`src/rtl/urem_seq_pkg.sv`:
```
// ============================================================================
// Module  : urem_seq_pkg
// Purpose : Shared FSM state type, default width and clog2 helper for the
//           iterative unsigned divide/remainder engine.
// Rev     : 1.0  initial release
// ============================================================================
`default_nettype none

package urem_seq_pkg;

    typedef enum logic [1:0] {
        IDLE = 2'd0,
        ITER = 2'd1,
        DONE = 2'd2
    } urem_state_t;

    localparam int W_DEFAULT = 4;

    function automatic int clog2(input int value);
        int r;
        int v;
        r = 0;
        v = value - 1;
        while (v > 0) begin
            r++;
            v = v >> 1;
        end
        return r;
    endfunction

endpackage

`default_nettype wire

```
`src/rtl/urem_step.sv`:
```
// ============================================================================
// Module  : urem_step
// Purpose : One combinational restoring-division step: shift the next dividend
//           bit into the partial remainder and subtract the divisor if it fits.
// Rev     : 1.0  initial release
// ============================================================================
`default_nettype none

module urem_step
    import urem_seq_pkg::*;
#(
    parameter int W = W_DEFAULT
) (
    input  logic [W:0]   p_i,
    input  logic         a_msb_i,
    input  logic [W-1:0] b_i,
    output logic [W:0]   p_next_o,
    output logic         q_bit_o
);

    logic [W:0] w_shifted;
    logic [W:0] w_diff;
    logic       w_unused_p_msb;

    // The partial remainder stays below the divisor, so its top bit is always
    // clear on entry and drops out of the shift.
    assign w_unused_p_msb = p_i[W];

    always_comb begin
        w_shifted = {p_i[W-1:0], a_msb_i};
        w_diff    = w_shifted - {1'b0, b_i};
        q_bit_o   = (w_shifted >= {1'b0, b_i});
        p_next_o  = q_bit_o ? w_diff : w_shifted;
    end

endmodule

`default_nettype wire

```
`src/rtl/urem_seq_ctrl.sv`:
```
// ============================================================================
// Module  : urem_seq_ctrl
// Purpose : Fixed-latency iterative bvurem/bvudiv engine with valid/ready
//           handshakes. Optional result checker enabled by UREM_SEQ_CHECK_EN.
// Rev     : 1.0  initial release
// ============================================================================
`default_nettype none

module urem_seq_ctrl
    import urem_seq_pkg::*;
#(
    parameter int W     = W_DEFAULT,
    parameter int CNT_W = clog2(W) + 1
) (
    input  logic         clk,
    input  logic         rst,
    input  logic         in_valid,
    output logic         in_ready,
    input  logic [W-1:0] dividend,
    input  logic [W-1:0] divisor,
`ifdef UREM_SEQ_CHECK_EN
    input  logic [W-1:0] chk_val,
    output logic         chk_ok,
`endif
    output logic         out_valid,
    input  logic         out_ready,
    output logic [W-1:0] rem,
    output logic [W-1:0] quot
);

    urem_state_t      state_q;
    logic [CNT_W-1:0] cnt_q;
    logic [W-1:0]     a_q;
    logic [W-1:0]     b_q;
    logic [W:0]       p_q;
    logic [W-2:0]     qsr_q;
    logic [W-1:0]     rem_q;
    logic [W-1:0]     quot_q;
    logic             out_valid_q;

    logic [W:0]       p_d;
    logic             q_bit_d;
    logic [W-1:0]     qsr_d;

    urem_step #(
        .W (W)
    ) u_step (
        .p_i      (p_q),
        .a_msb_i  (a_q[W-1]),
        .b_i      (b_q),
        .p_next_o (p_d),
        .q_bit_o  (q_bit_d)
    );

    // Quotient bits accumulate here; the visible quot only updates on DONE entry.
    assign qsr_d = {qsr_q, q_bit_d};

    always_ff @(posedge clk or posedge rst) begin
        if (rst) begin
            state_q     <= IDLE;
            cnt_q       <= '0;
            a_q         <= '0;
            b_q         <= '0;
            p_q         <= '0;
            qsr_q       <= '0;
            rem_q       <= '0;
            quot_q      <= '0;
            out_valid_q <= 1'b0;
        end else begin
            case (state_q)
                IDLE: begin
                    if (in_valid) begin
                        a_q     <= dividend;
                        b_q     <= divisor;
                        p_q     <= '0;
                        qsr_q   <= '0;
                        cnt_q   <= CNT_W'(W);
                        state_q <= ITER;
                    end
                end
                ITER: begin
                    a_q   <= a_q << 1;
                    p_q   <= p_d;
                    qsr_q <= qsr_d[W-2:0];
                    cnt_q <= cnt_q - CNT_W'(1);
                    if (cnt_q == CNT_W'(1)) begin
                        state_q     <= DONE;
                        out_valid_q <= 1'b1;
                        rem_q       <= p_d[W-1:0];
                        quot_q      <= qsr_d;
                    end
                end
                DONE: begin
                    if (out_ready) begin
                        state_q     <= IDLE;
                        out_valid_q <= 1'b0;
                    end
                end
                default: state_q <= IDLE;
            endcase
        end
    end

`ifdef UREM_SEQ_CHECK_EN
    logic [W-1:0] chk_q;
    logic         chk_ok_q;

    always_ff @(posedge clk or posedge rst) begin
        if (rst) begin
            chk_q    <= '0;
            chk_ok_q <= 1'b0;
        end else begin
            if (state_q == IDLE && in_valid) begin
                chk_q <= chk_val;
            end
            if (state_q == ITER && cnt_q == CNT_W'(1)) begin
                chk_ok_q <= (p_d[W-1:0] == chk_q);
            end else if (state_q == DONE && out_ready) begin
                chk_ok_q <= 1'b0;
            end
        end
    end

    assign chk_ok = chk_ok_q;
`endif

    assign in_ready  = (state_q == IDLE);
    assign out_valid = out_valid_q;
    assign rem       = rem_q;
    assign quot      = quot_q;

endmodule

`default_nettype wire

```
`config.mk`:
```
export PLATFORM = sky130hd
export DESIGN_NAME = urem_seq_ctrl
export DESIGN_NICKNAME = d
export VERILOG_FILES = /design/src/rtl/urem_seq_pkg.sv /design/src/rtl/urem_step.sv /design/src/rtl/urem_seq_ctrl.sv
export SDC_FILE = /design/constraint.sdc
export NUM_CORES = 1
export LEC_CHECK = 0
export CORE_MARGIN = 2
export CORE_UTILIZATION = 30
export DETAILED_ROUTE_END_ITERATION = 7
export GPL_ROUTABILITY_DRIVEN = 1
export PLACE_DENSITY_LB_ADDON = 0.12
export SLEW_MARGIN = 10
export SYNTH_ARGS = -nofsm -noshare
export SYNTH_HDL_FRONTEND = slang
export SYNTH_SLANG_ARGS = --single-unit
```
`constraint.sdc`:
```
create_clock -name clk -period 4.7 [get_ports clk]
set_input_delay 0.705 -clock clk [delete_from_list [all_inputs] [get_ports clk]]
set_output_delay 0.705 -clock clk [all_outputs]
set_load 0.02 [all_outputs]
```
Yosys cells after proc, flatten, opt, wreduce, memory -nomap -nowiden
Index checks and enable logic that the tools add are counted.
- bits in registers: 29
- input bits: 12
- output and inout port bits: 10
- logic and storage cells: 42
- $add $sub $neg: 2
- order comparisons: 1
- equality and inequality tests: 6
- muxes and demuxes: 16
- reductions and logical operators: 8
- operators by type and width (cell ; number):
    case mux 4 bit (2 select lines) ; 2
    two-way mux 4 bit ; 3
    case mux 3 bit (2 select lines) ; 2
    two-way mux 2 bit ; 3
    two-way mux 3 bit ; 2
    inequality test 2 bit, second input constant ; 3
    case mux 2 bit (3 select lines) ; 1
    AND reduction 2 bit ; 3
    AND reduction 3 bit ; 2
    greater-or-equal comparator 5 x 4 -> 1 bit ; 1
    nonzero test 2 bit ; 2
    subtractor 4 bit ; 1
    == test 3 x 1 -> 1 bit, second input constant ; 1
    subtractor 3 x 1 -> 3 bit, second input constant ; 1
    == test 2 x 1 -> 1 bit, second input constant ; 1
    == test 2 bit, second input constant ; 1
    zero test 2 bit ; 1
    two-way mux 1 bit ; 2
    case mux 1 bit (2 select lines) ; 1

Logic depth before layout (Yosys ltp)
- depth in word-level cells: 3
- depth in mapped cells: 7
- gate-level depth less buffers: 6

Cells and area by module
A second synthesis with hierarchy kept.
- cell total of the unflattened synthesis: 122
- area, all modules: 1537.7 µm²
- by module, submodules not included (module ; times used ; cells an instance ; area each (µm²) ; sequential area each (µm²)):
    urem_seq_ctrl ; 1 ; 87 ; 1290.0 ; 750.7
    urem_step ; 1 ; 35 ; 247.7 ; 0.0

Worst setup path after synthesis
OpenSTA, ideal clock, no wires.
- path kind: reg-to-reg
- from: register b_q[0]
- to: register p_q[0]
- library setup time: 0.095 ns
- arrival: 1.661 ns
- required time: 4.605 ns
- setup slack: 2.944 ns
- cell stages (with the launch flop): 6
- path buffers: 0
- period minus slack after synthesis: 1.756 ns
- path through: dfrtp_1 > ha_1 > nand2b_1 > a2111o_1 > and3_1 > o31ai_1
- word-level cells in the longest chain between the ends: 3
- elaborated cells on any way between the ends: 4
- those cells by class: 1 x add/sub; 1 x order compare; 2 x mux
- ends and longest elaborated chain (what ; RTL line ; source):
    from (decl) ; urem_seq_ctrl.sv:34 ; logic [W-1:0] b_q;
    from (signal assigned) ; urem_seq_ctrl.sv:74 ; b_q <= divisor;
    subtractor 4 bit or greater-or-equal comparator 5 x 4 -> 1 bit (tied branches) ; urem_step.sv:31, urem_step.sv:32 ;
    two-way mux 4 bit (*) ; urem_step.sv:33 ; p_next_o = q_bit_o ? w_diff : w_shifted;
    case mux 4 bit (2 select lines) (*) ; urem_seq_ctrl.sv:70 ; case (state_q)
    to (signal assigned) ; urem_seq_ctrl.sv:83 ; p_q <= p_d;
    to (decl) ; urem_seq_ctrl.sv:35 ; logic [W:0] p_q;
Mark *: on every way between the ends. The rest lies on a longest branch, timed or not.
A chain may end at the register's enable or synchronous reset.

Worst setup path after layout
- from: register state_q[0]
- to: register rem_q[2], in the netlist rem[2]
- word-level cells in the longest chain between the ends: 2
- ends and longest elaborated chain (what ; RTL line ; source):
    from (decl) ; urem_seq_ctrl.sv:31 ; urem_state_t state_q;
    from (signal assigned) ; urem_seq_ctrl.sv:60 ; state_q <= IDLE;
    from (signal assigned) ; urem_seq_ctrl.sv:78 ; state_q <= ITER;
    from (signal assigned) ; urem_seq_ctrl.sv:87 ; state_q <= DONE;
    == test 2 x 1 -> 1 bit ; urem_seq_ctrl.sv:70 ;
    AND reduction 2 bit (no source line) ; n/a ;
    to (signal assigned) ; urem_seq_ctrl.sv:89 ; rem_q <= p_d[W-1:0];
    to (decl) ; urem_seq_ctrl.sv:37 ; logic [W-1:0] rem_q;
No other way between the ends.

==> summary.md <==
| Metric | Value |
|---|---|
| Initial core utilization | 31.6% |
| Grt total ovfl | 0 |
| Status | complete, no violations |
| Vias per inst | a little over 5 |
| Largest net degree at the start of global routing | 30 |
| Synth Register Bits | 29 |
| GP Congestion | 0.787 |
| Critical path capture point type | flip-flop |
| Actual slew at the worst max-slew pin | between 1 and 1.5 ns |
| Post-synth top cells | 29 x dfrtp_1, 21 x nand2_1, 11 x inv_1 |
| Area grow syn2layout | 23.9% |
| Syn Std Cell Area | roughly 1400 sq um |
| Die Wd | 72.4 microns |
| Setup-failing EPs final | 0 |
| Netlist cell types | 34 |
| Number of synthesized flops with an enable pin | 0 |
| Post-CTS resize count | 0 |
| Hold Buf Count CTS | 0 |
| Yosys top cell area share | approximately 52% |
| Postcts setup bufs | 0 |
| DR vias | ~1100 |
| Violation count after the first detailed-route iteration | 85 |
| Top_reg_cell synth | dfrtp_1 |
| Fin Hold WS | ~0.48 ns |
| First-pass GRT wire length | between 5000 and 6000 microns |
| Core area | 4440 sq um |
| HP Class | flip-flop to flip-flop |
| Sequential area share after synthesis | between 50% and 60% |
| Filler cells | ~440 |
| Final WL | between 3000 and 4000 microns |
| Clock root buffer master | clkbuf_8 |
| Vias in the first global route | around 1100 |
| Initial antenna violation count | 0 |
| Avg WL per Cell | ~15 microns |
| Final ANT Viol Nets | 0 |
| Ys async rst share | 100% |
| Max-slew violations | 0 |
| Mapped Nets | about 160 |
| I/O Buffers | 21 |
| Peak supply drop | 0.292 mV |
| CTS tree | yes |
| Leak pwr | ~0.00076 uW |
| Row Count | 24 |
| H-tree Lvls | 2 |
| Mapped Cells | around 140 |
| Total power | ~1300 uW |
| F_max | approximately 0.43 GHz |
| Setup repair after global routing missed its margin | no |
| Crit-path max FO | 16 |
| Detail Placement HPWL | between 2000 and 2500 microns |
| # diodes | 0 |
| Worst Path Class, Setup | flip-flop to flip-flop |
| DIE AREA | between 5000 and 6000 sq um |
| Total negative setup slack | 0 ns |
| Worst Slack Setup Final | ~2.4 ns |
| Data required time of the worst path | 4.92 ns |
| Avg Synthesized Cell Area | 10.3 sq um |
| Top cell type by total area after synthesis | dfrtp_1 |
| Max_cap viols | 0 |
| All-Layer GR Usage | roughly 13% |
| Post-Place Setup Slack | 2.26 ns |
| CTS Sinks | 29 |
| Startpoint types | flip-flop |
| Clock skew | approximately 0.0026 ns |
| Post-route DRC | 0 |
| Critical Path AT | approximately 2.5 ns |
| Final nets | roughly 180 |
| TritonCTS buffer count | 5 |
| Synth Warn # | 0 |
| Clk pin slew, worst setup/hold paths | about 0.060 ns |
| Cell with the most instances after synthesis | dfrtp_1 |
| P per Cell Area | 765 nW/um^2 |
| Final worst-path cycle share | between 40% and 50% |
| Final Hold Fails | 0 |
| Rel. slew slack | 29.6% |
| Io pins | 22 |
| First-pass DRT Iterations | 4 |
| Layout cells sized above 1 | 7.50% |
| Die Span Y | 72.4 microns |
| Clock tree buffer depth | 2 |
| Later-pin clock latency in the skew report | between 0.2 and 0.3 ns |
| Top cells by area, synth | dfrtp_1 52%, nand2_1 5.6%, ha_1 5.3% |
| Post-route minimum period | approximately 2.3 ns |
==> state kept, by name (all words and copies together), names as in the netlist <==
name       flops
rem            4
quot           4
out_valid      1
state_q        2
cnt_q          3
qsr_q          3
b_q            4
a_q            4
p_q            4
==> placed cells by master (no fill, tap or decap) <==
master,synthesis,layout
dfrtp_1,29,29
nand2_1,21,21
clkdlybuf4s50_1,0,21
inv_1,11,10
o21ai_0,8,8
a21oi_1,6,6
o31ai_1,6,6
ha_1,6,6
mux2_2,5,5
clkbuf_8,0,5
o21ai_1,4,4
nor2b_1,3,3
nand2b_1,3,3
nor2_1,3,3
a22o_1,3,3
clkbuf_1,4,3
a21o_1,2,2
and3_1,2,2
o21bai_1,2,2
mux2i_1,2,2
or2_1,1,1
a2111o_1,1,1
or2_2,1,1
a2111oi_1,1,1
xor2_1,1,1
nor4_1,1,1
a211oi_1,1,1
a211o_1,1,1
nor3b_2,1,1
o22ai_1,1,1
o211ai_1,1,1
o311ai_1,1,1
clkinv_1,0,1
a311oi_1,1,1
a31oi_1,1,1
fa_1,1,1
==> cell type report <==
class                   instances  area [sq um]  share of cell area [%]
clock buffers                   8          80.1                    4.60
flip-flops and latches         29           726                    41.7
well taps                      52          65.1                    3.74
repair buffers                 21           210                    12.1
inverters                      11          41.3                    2.37
multi-input cells              91           618                    35.5
==> power by group <==
| group | leakage (uW) | total (uW) | internal [uW] | switching [uW] |
|---|---|---|---|---|
| Clock | 0.0000395 | 196 | 105 | 90.7 |
| Combinational | 0.000363 | 701 | 304 | 396 |
| Sequential | 0.000362 | 435 | 363 | 71.5 |
==> layer usage <==
metal,GRT usage [%],vias up,share of wire (%)
met4,5.76,0,2.3
met1,16.9,529,45
li1,-,522,-
met3,5.56,7,6.1
met2,20.4,25,46
met5,0,-,0
==> final timing paths <==
check | startpoint | slack, ns | depth (start not counted) | to
hold / removal | rem[0] | 0.48 | 2 | rem[0]
hold reg to reg | rem[0] | 0.48 | 2 | rem[0]
min in group asynchronous | rst | 0.85 | 2 | out_valid
setup / recovery | state_q[0] | 2.38 | 4 | rem[2]
max in group asynchronous | rst | 3.37 | 2 | quot[1]
setup reg to reg | state_q[0] | 2.38 | 4 | rem[2]
==> stage by stage <==
step                std cells  area, sq um  util, %
floorplan                 136         1410        -
global placement          204         1660     37.4
detailed placement        204         1660     37.4
CTS                       212         1740     39.2
global route              212         1740     39.2
finish                    212         1740     39.2
==> cells by family (layout without fill, tap and decap cells) <==
family / Yosys count / in the layout / synth area share (%)
flip-flops: 29 / 29 / 51.6
AND/OR/NAND/NOR: 36 / 36 / 12.2
buffers and inverters: 16 / 40 / 4.36
XOR/XNOR: 1 / 1 / 0.623
AO/OA/AOI/OAI: 40 / 40 / 19.0
adder cells (fa/ha/maj): 7 / 7 / 6.77
multiplexers: 7 / 7 / 5.43
==> critical path: stages, from the launching register on <==
cell,delay [ns]
dfrtp_1,0.43
nor2b_1,0.69
nand2_1,0.59
nor4_1,0.42
a211o_1,0.14
(Power assumes the default switching activity.)
